File: config.mk
export PLATFORM = sky130hd
export DESIGN_NAME = alu_top
export DESIGN_NICKNAME = d
export VERILOG_FILES = /design/src/rtl/alu_pkg.sv /design/src/rtl/alu_shifter.sv /design/src/rtl/alu_top.sv
export SDC_FILE = /design/constraint.sdc
export NUM_CORES = 1
export LEC_CHECK = 0
export CORE_ASPECT_RATIO = 2
export CORE_MARGIN = 3
export CORE_UTILIZATION = 55
export CTS_CLUSTER_DIAMETER = 100
export CTS_CLUSTER_SIZE = 14
export DETAILED_ROUTE_END_ITERATION = 10
export PLACE_DENSITY = 0.77
export RECOVER_POWER = 25
export SYNTH_ARGS = -nofsm -noshare
export SYNTH_HDL_FRONTEND = slang
export SYNTH_SLANG_ARGS = --single-unit
File: constraint.sdc
create_clock -name soc_clk -period 2.8 [get_ports soc_clk]
set_input_delay 0.28 -clock soc_clk [delete_from_list [all_inputs] [get_ports soc_clk]]
set_output_delay 0.28 -clock soc_clk [all_outputs]
set_load 0.05 [all_outputs]
File: src/rtl/alu_pkg.sv
// rtl/alu_pkg.sv - op codes and width shared by the execute-stage ALU
package alu_pkg;

  localparam int XLEN = 32;

  typedef enum logic [4:0] {
    OP_ADD   = 5'd0,
    OP_SUB   = 5'd1,
    OP_SLL   = 5'd2,
    OP_SLT   = 5'd3,
    OP_SLTU  = 5'd4,
    OP_XOR   = 5'd5,
    OP_SRL   = 5'd6,
    OP_SRA   = 5'd7,
    OP_OR    = 5'd8,
    OP_AND   = 5'd9,
    OP_BEQ   = 5'd10,
    OP_BNE   = 5'd11,
    OP_BLT   = 5'd12,
    OP_BGE   = 5'd13,
    OP_BLTU  = 5'd14,
    OP_BGEU  = 5'd15,
    OP_PASSB = 5'd16
  } alu_op_e;

endpackage

File: src/rtl/alu_shifter.sv
// rtl/alu_shifter.sv - combinational logical/arithmetic shifts with a 5-bit amount
module alu_shifter
  import alu_pkg::*;
(
  input  logic [XLEN-1:0] data_i,
  input  logic [4:0]      shamt_i,
  output logic [XLEN-1:0] sll_o,
  output logic [XLEN-1:0] srl_o,
  output logic [XLEN-1:0] sra_o
);

  assign sll_o = data_i << shamt_i;
  assign srl_o = data_i >> shamt_i;
  assign sra_o = $signed(data_i) >>> shamt_i;

endmodule

File: src/rtl/alu_top.sv
// rtl/alu_top.sv - registered RV32I integer ALU with result flags and ready handshake
module alu_top
  import alu_pkg::*;
(
  input  logic            soc_clk,
  input  logic            reset,
  input  logic            dat_ready,
  input  logic [XLEN-1:0] ALU_dat1,
  input  logic [XLEN-1:0] ALU_dat2,
  input  logic [4:0]      Instruction_to_ALU,
  output logic [XLEN-1:0] ALU_out,
  output logic            ALU_overflow,
  output logic            ALU_zero,
  output logic            ALU_con_met,
  output logic            ALU_err,
  output logic            ALU_ready
);

  alu_op_e         op;
  logic [XLEN-1:0] sum, diff, sll_res, srl_res, sra_res;
  logic            lt_s, lt_u, eq;

  logic [XLEN-1:0] out_d, out_q;
  logic            ovf_d, ovf_q, zero_d, zero_q, con_d, con_q, err_d, err_q, ready_q;

  assign op   = alu_op_e'(Instruction_to_ALU);
  assign sum  = ALU_dat1 + ALU_dat2;
  assign diff = ALU_dat1 - ALU_dat2;
  assign lt_s = $signed(ALU_dat1) < $signed(ALU_dat2);
  assign lt_u = ALU_dat1 < ALU_dat2;
  assign eq   = ALU_dat1 == ALU_dat2;

  alu_shifter u_shifter (
    .data_i  (ALU_dat1),
    .shamt_i (ALU_dat2[4:0]),
    .sll_o   (sll_res),
    .srl_o   (srl_res),
    .sra_o   (sra_res)
  );

  always_comb begin
    out_d = '0;
    ovf_d = 1'b0;
    con_d = 1'b0;
    err_d = 1'b0;
    case (op)
      OP_ADD: begin
        out_d = sum;
        ovf_d = (ALU_dat1[XLEN-1] == ALU_dat2[XLEN-1]) && (sum[XLEN-1] != ALU_dat1[XLEN-1]);
      end
      OP_SUB: begin
        out_d = diff;
        ovf_d = (ALU_dat1[XLEN-1] != ALU_dat2[XLEN-1]) && (diff[XLEN-1] != ALU_dat1[XLEN-1]);
      end
      OP_SLL:   out_d = sll_res;
      OP_SRL:   out_d = srl_res;
      OP_SRA:   out_d = sra_res;
      OP_XOR:   out_d = ALU_dat1 ^ ALU_dat2;
      OP_OR:    out_d = ALU_dat1 | ALU_dat2;
      OP_AND:   out_d = ALU_dat1 & ALU_dat2;
      OP_PASSB: out_d = ALU_dat2;
      OP_SLT,  OP_BLT:  con_d = lt_s;
      OP_SLTU, OP_BLTU: con_d = lt_u;
      OP_BGE:  con_d = !lt_s;
      OP_BGEU: con_d = !lt_u;
      OP_BEQ:  con_d = eq;
      OP_BNE:  con_d = !eq;
      default: err_d = 1'b1;
    endcase
    // compare ops report their condition as a 0/1 result word
    if (con_d) out_d = {{(XLEN-1){1'b0}}, 1'b1};
    zero_d = (out_d == '0);
  end

  always_ff @(posedge soc_clk or posedge reset) begin
    if (reset) begin
      out_q   <= '0;
      ovf_q   <= 1'b0;
      zero_q  <= 1'b0;
      con_q   <= 1'b0;
      err_q   <= 1'b0;
      ready_q <= 1'b0;
    end else if (dat_ready) begin
      out_q   <= out_d;
      ovf_q   <= ovf_d;
      zero_q  <= zero_d;
      con_q   <= con_d;
      err_q   <= err_d;
      ready_q <= 1'b1;
    end else begin
      ready_q <= 1'b0;
    end
  end

  assign ALU_out      = out_q;
  assign ALU_overflow = ovf_q;
  assign ALU_zero     = zero_q;
  assign ALU_con_met  = con_q;
  assign ALU_err      = err_q;
  assign ALU_ready    = ready_q;

endmodule

==> results.ini, run 1 <==
[synthesis]
synth_area_leaders=ha_1 (11%), dfrtp_1 (8.3%), mux4_2 (7.1%), nor2_1 (5.7%), mux2i_1 (5.4%)
synth_cells=1550
synth_nets=1721
yosysTopAreaCell=ha_1
synth_cell_types=86
async_reset_ff_share_pct=100
synth_top_area_share_pct=10.9
synth-edff-count=0
yosysMostFrequentCell=nor2_1
synth_ff_type=dfrtp_1
ys_ff_latch=37
syn_area_um2=11200
yosys_warnings=0
synthTopCellsByCount=nor2_1 (171), nand2_1 (120), a21oi_1 (108)
yosysSeqAreaShare_pct=8.29
avgSynthCellArea_um2=7.21

[floorplanning]
pin_count=109
rows=73
die_h_um=208
initial_core_util_pct=56.1
die_x_um=107

[clocking]
cts_buffers=5
cts_root_buf=clkbuf_16
cts_buffer_depth=2
clock_sinks=37
postCtsHoldBufs=0
cts_resized=467
htree_levels=2
postCtsSetupBuffers=99

[place]
dp.cells=2462
numPortBuffers=108
placed_cell_area_um2=17300
hpwl_mm=54.6
place.gp.congestion=1.37

[run_status]
tool.error=[ERROR DPL-0033] detailed placement checks failed during check placement.
stop_stage=clock tree synthesis (4_1_cts)
status=stopped before the end

logic make-up after synthesis:
family / count (synthesis) / share of synthesized area, %
mux: 130 / 16.0
simple gates: 503 / 21.5
fa+ha+maj: 99 / 11.2
buf+inv: 224 / 8.06
flops: 37 / 8.29
xor+xnor: 14 / 1.10
compound gates: 543 / 33.8
per-stage QoR:
stage | worst slack, ns | TNS, ns
detailed placement | -1.67 | -29.03
floorplan | -0.546 | -2.79
global placement | -1.59 | -24.88
==> run 2, diff against run 1 <==
--- a/config.mk
+++ b/config.mk
@@ -5,13 +5,10 @@
 export SDC_FILE = /design/constraint.sdc
 export NUM_CORES = 1
 export LEC_CHECK = 0
-export CORE_ASPECT_RATIO = 2
 export CORE_MARGIN = 3
-export CORE_UTILIZATION = 55
-export CTS_CLUSTER_DIAMETER = 100
-export CTS_CLUSTER_SIZE = 14
+export CORE_UTILIZATION = 40
 export DETAILED_ROUTE_END_ITERATION = 10
-export PLACE_DENSITY = 0.77
+export PLACE_DENSITY_LB_ADDON = 0.15
 export RECOVER_POWER = 25
 export SYNTH_ARGS = -nofsm -noshare
 export SYNTH_HDL_FRONTEND = slang
==> results.ini, run 2 <==
[synthesis]
synthAdderAreaFrac_pct=11.2  ; unchanged
synth_area_leaders=ha_1 (11%), dfrtp_1 (8.3%), mux4_2 (7.1%), nor2_1 (5.7%), mux2i_1 (5.4%)
ys_ff_latch=37  ; unchanged
yosysSeqAreaShare_pct=8.29  ; unchanged
synthXorXnorAreaFrac_pct=1.10  ; unchanged
yosysMostFrequentCell=nor2_1
syn_area_um2=11200  ; unchanged
synth_cell_types=86  ; unchanged
synth_ff_type=dfrtp_1
synth_top_area_share_pct=10.9  ; unchanged
synth_cells=1550  ; unchanged
async_reset_ff_share_pct=100  ; unchanged
synthTopCellsByCount=nor2_1 (171), nand2_1 (120), a21oi_1 (108)
yosysTopAreaCell=ha_1
synth_nets=1721  ; unchanged
synth-edff-count=0  ; unchanged
yosys_warnings=0  ; unchanged
synth-simple-area-share_pct=21.5  ; unchanged
synth_compound_area_share_pct=33.8  ; unchanged
avgSynthCellArea_um2=7.21  ; unchanged
synth_top_family_by_area=compound AO/OA/AOI/OAI gates
synth.area.mux_share_pct=16.0  ; unchanged

[run_status]
status=finished, violations left
violations=max-capacitance violations, max-slew violations, negative setup slack

[layout]
drive_above_1_share_pct=51.7
n_antenna_cell=0
final_cell_mix=buf_4 (707), nor2_1 (158), nand2_1 (115)
syn2layout_area_growth_pct=84.5
layout_commonest_cell=buf_4
largest_reg_flops=32
postLayoutCellArea_um2=20600
nets=2492

[place]
place.gp.congestion=1.19  ; -13%
placed_cell_area_um2=17600  ; +2.2%
numPortBuffers=108  ; unchanged
hpwl_mm=56.1  ; +2.7%

[route]
route.detailed.drc=0
avgViaCountPerCell=6.49
wirelength_mm=71.7
ant_nets=0
vias=17478
drtIter0Drc=2390
wl_met1_mm=27.7
drtPass1Iterations=7
met3_length_mm=8.24
top_layer=met5
routedWlPerCell_um=26.6
route.met2.wl_mm=30.3

[worst_setup_path]
r2r_start=ALU_overflow
cp.required_ns=3.03
startpoint_type=primary input
reg2reg_setup_slack_ns=2.01
end_kind=flip-flop
r2r_cells=1
r2r-end=ALU_overflow
critical_path_peak_fanout=5
crit_start=ALU_dat2[0]
endpoint=ALU_zero
crit_arrival_ns=3.69
critPathKind=in -> reg

[clocking]
htree_levels=2  ; unchanged
cts_buffers=5  ; unchanged
cts_tree=built
cts_buffer_depth=2  ; unchanged
clock_sinks=37  ; unchanged
clk_latency_ns=0.28
postCtsHoldBufs=0  ; unchanged
cts_root_buf=clkbuf_16
clkTransAtPathRegs_ns=0.06

[floorplanning]
die_h_um=173  ; -17%
initial_core_util_pct=41.1  ; -15 points
core-area_um2=27200
dieArea_um2=30000
pin_count=109  ; unchanged
rows=60  ; -18%
die_x_um=173  ; +62%

[sta]
drv_slew=38
setup_viol=21
tightest_slew_ns=2.11
worst_slack_ns=-0.665
max_freq_mhz=289
skew_ns=0
fin_crit_ns=3.47
finalHoldViolCount=0
maxSlewHeadroom_pct=-40.8
post-route-period-util_pct=124
rsz0062_at_grt=yes

[power_and_ir_drop]
peakVddDrop_v=0.000338
leakagePower_uw=0.00929
p_per_area_nw_per_um2=274
p_total_uw=5640

[min_path]
hp-class=reg -> reg

[global_route]
grt.total_usage_pct=45.3
antenna_found_initial=3
grt_overflow=0
grt_pass1_vias=16781
grt_pass1_wl_mm=106
grt_max_degree=56

[job]
drv_cap=1

## run 2: cell counts after synthesis
No cell type changed its count.
## run 2: area by class of cell
cell class / instances / area (um^2)
clock buffer: 6 / 129
clock inverter: 2 / 10.0
fill: 2046 / 6560
inverter: 101 / 410
multi-input combinational: 1289 / 11400
sequential: 37 / 926
tap: 372 / 465
timing repair buffer: 887 / 7300
## run 2: worst min-delay path by stage
stage                     start     endpoint  slack [ns]  cells past startpoint
floorplan             dat_ready    ALU_ready        0.31                      0
global placement    ALU_out[30]  ALU_out[30]        0.48                      1
detailed placement  ALU_out[29]  ALU_out[29]        0.49                      2
CTS                       reset   ALU_out[8]        0.44                      3
global route        ALU_out[20]  ALU_out[20]        0.53                      1
finish              ALU_out[11]  ALU_out[11]        0.51                      1
## run 2: metal layers
layer | vias to the layer above | track usage, %
met4 | 4 | 24.0
met3 | 329 | 11.4
met1 | 8324 | 58.8
met5 | - | 0
li1 | 7474 | -
met2 | 1347 | 69.4
## run 2: cells by family (layout without fill, tap and decap cells)
family / count (synthesis) / count (layout)
buf+inv: 224 / 996
xor+xnor: 14 / 14
mux: 130 / 130
fa+ha+maj: 99 / 99
flops: 37 / 37
compound gates: 543 / 543
simple gates: 503 / 503
## run 2: timing repair
action | CTS | global route
pin swaps | 136 | 65
gates cloned | 1 | 0
resized for setup | 462 | 139
endpoints found under the setup margin | 35 | 26
setup buffers | 91 | 17
## run 2: where the power goes
group          total, uW  leakage [uW]  switching, uW  internal (uW)
Clock                575     0.0000706            247            328
Sequential           646      0.000446           39.5            607
Combinational       4420       0.00877           2370           2050
Total               5640       0.00929           2660           2980
## run 2: per-stage QoR
step                std cells  TNS, ns  utilization, %  hold slack, ns  setup slack [ns]
floorplan                1550    -2.79               -           0.311            -0.546
global placement         2595   -24.64            64.9           0.476             -1.59
detailed placement       2595   -26.01            64.9           0.489             -1.55
CTS                      2683    -3.23            74.0           0.442            -0.652
global route             2694    -6.42            75.9           0.531            -0.791
finish                   2694    -4.63            75.9           0.505            -0.665
## run 2: critical path, stage by stage
cell,delay (ns)
buf_12,0.11
buf_12,0.13
ha_4,0.16
fa_2,0.35
o21ba_4,0.24
nor4_4,0.25
or2_4,0.25
a221o_1,0.31
o21ai_1,0.11
o22ai_1,0.21
o211ai_1,0.20
nor4_2,0.41
and4_4,0.31
and4_1,0.18
a32o_1,0.15
(Power assumes the default switching activity.)
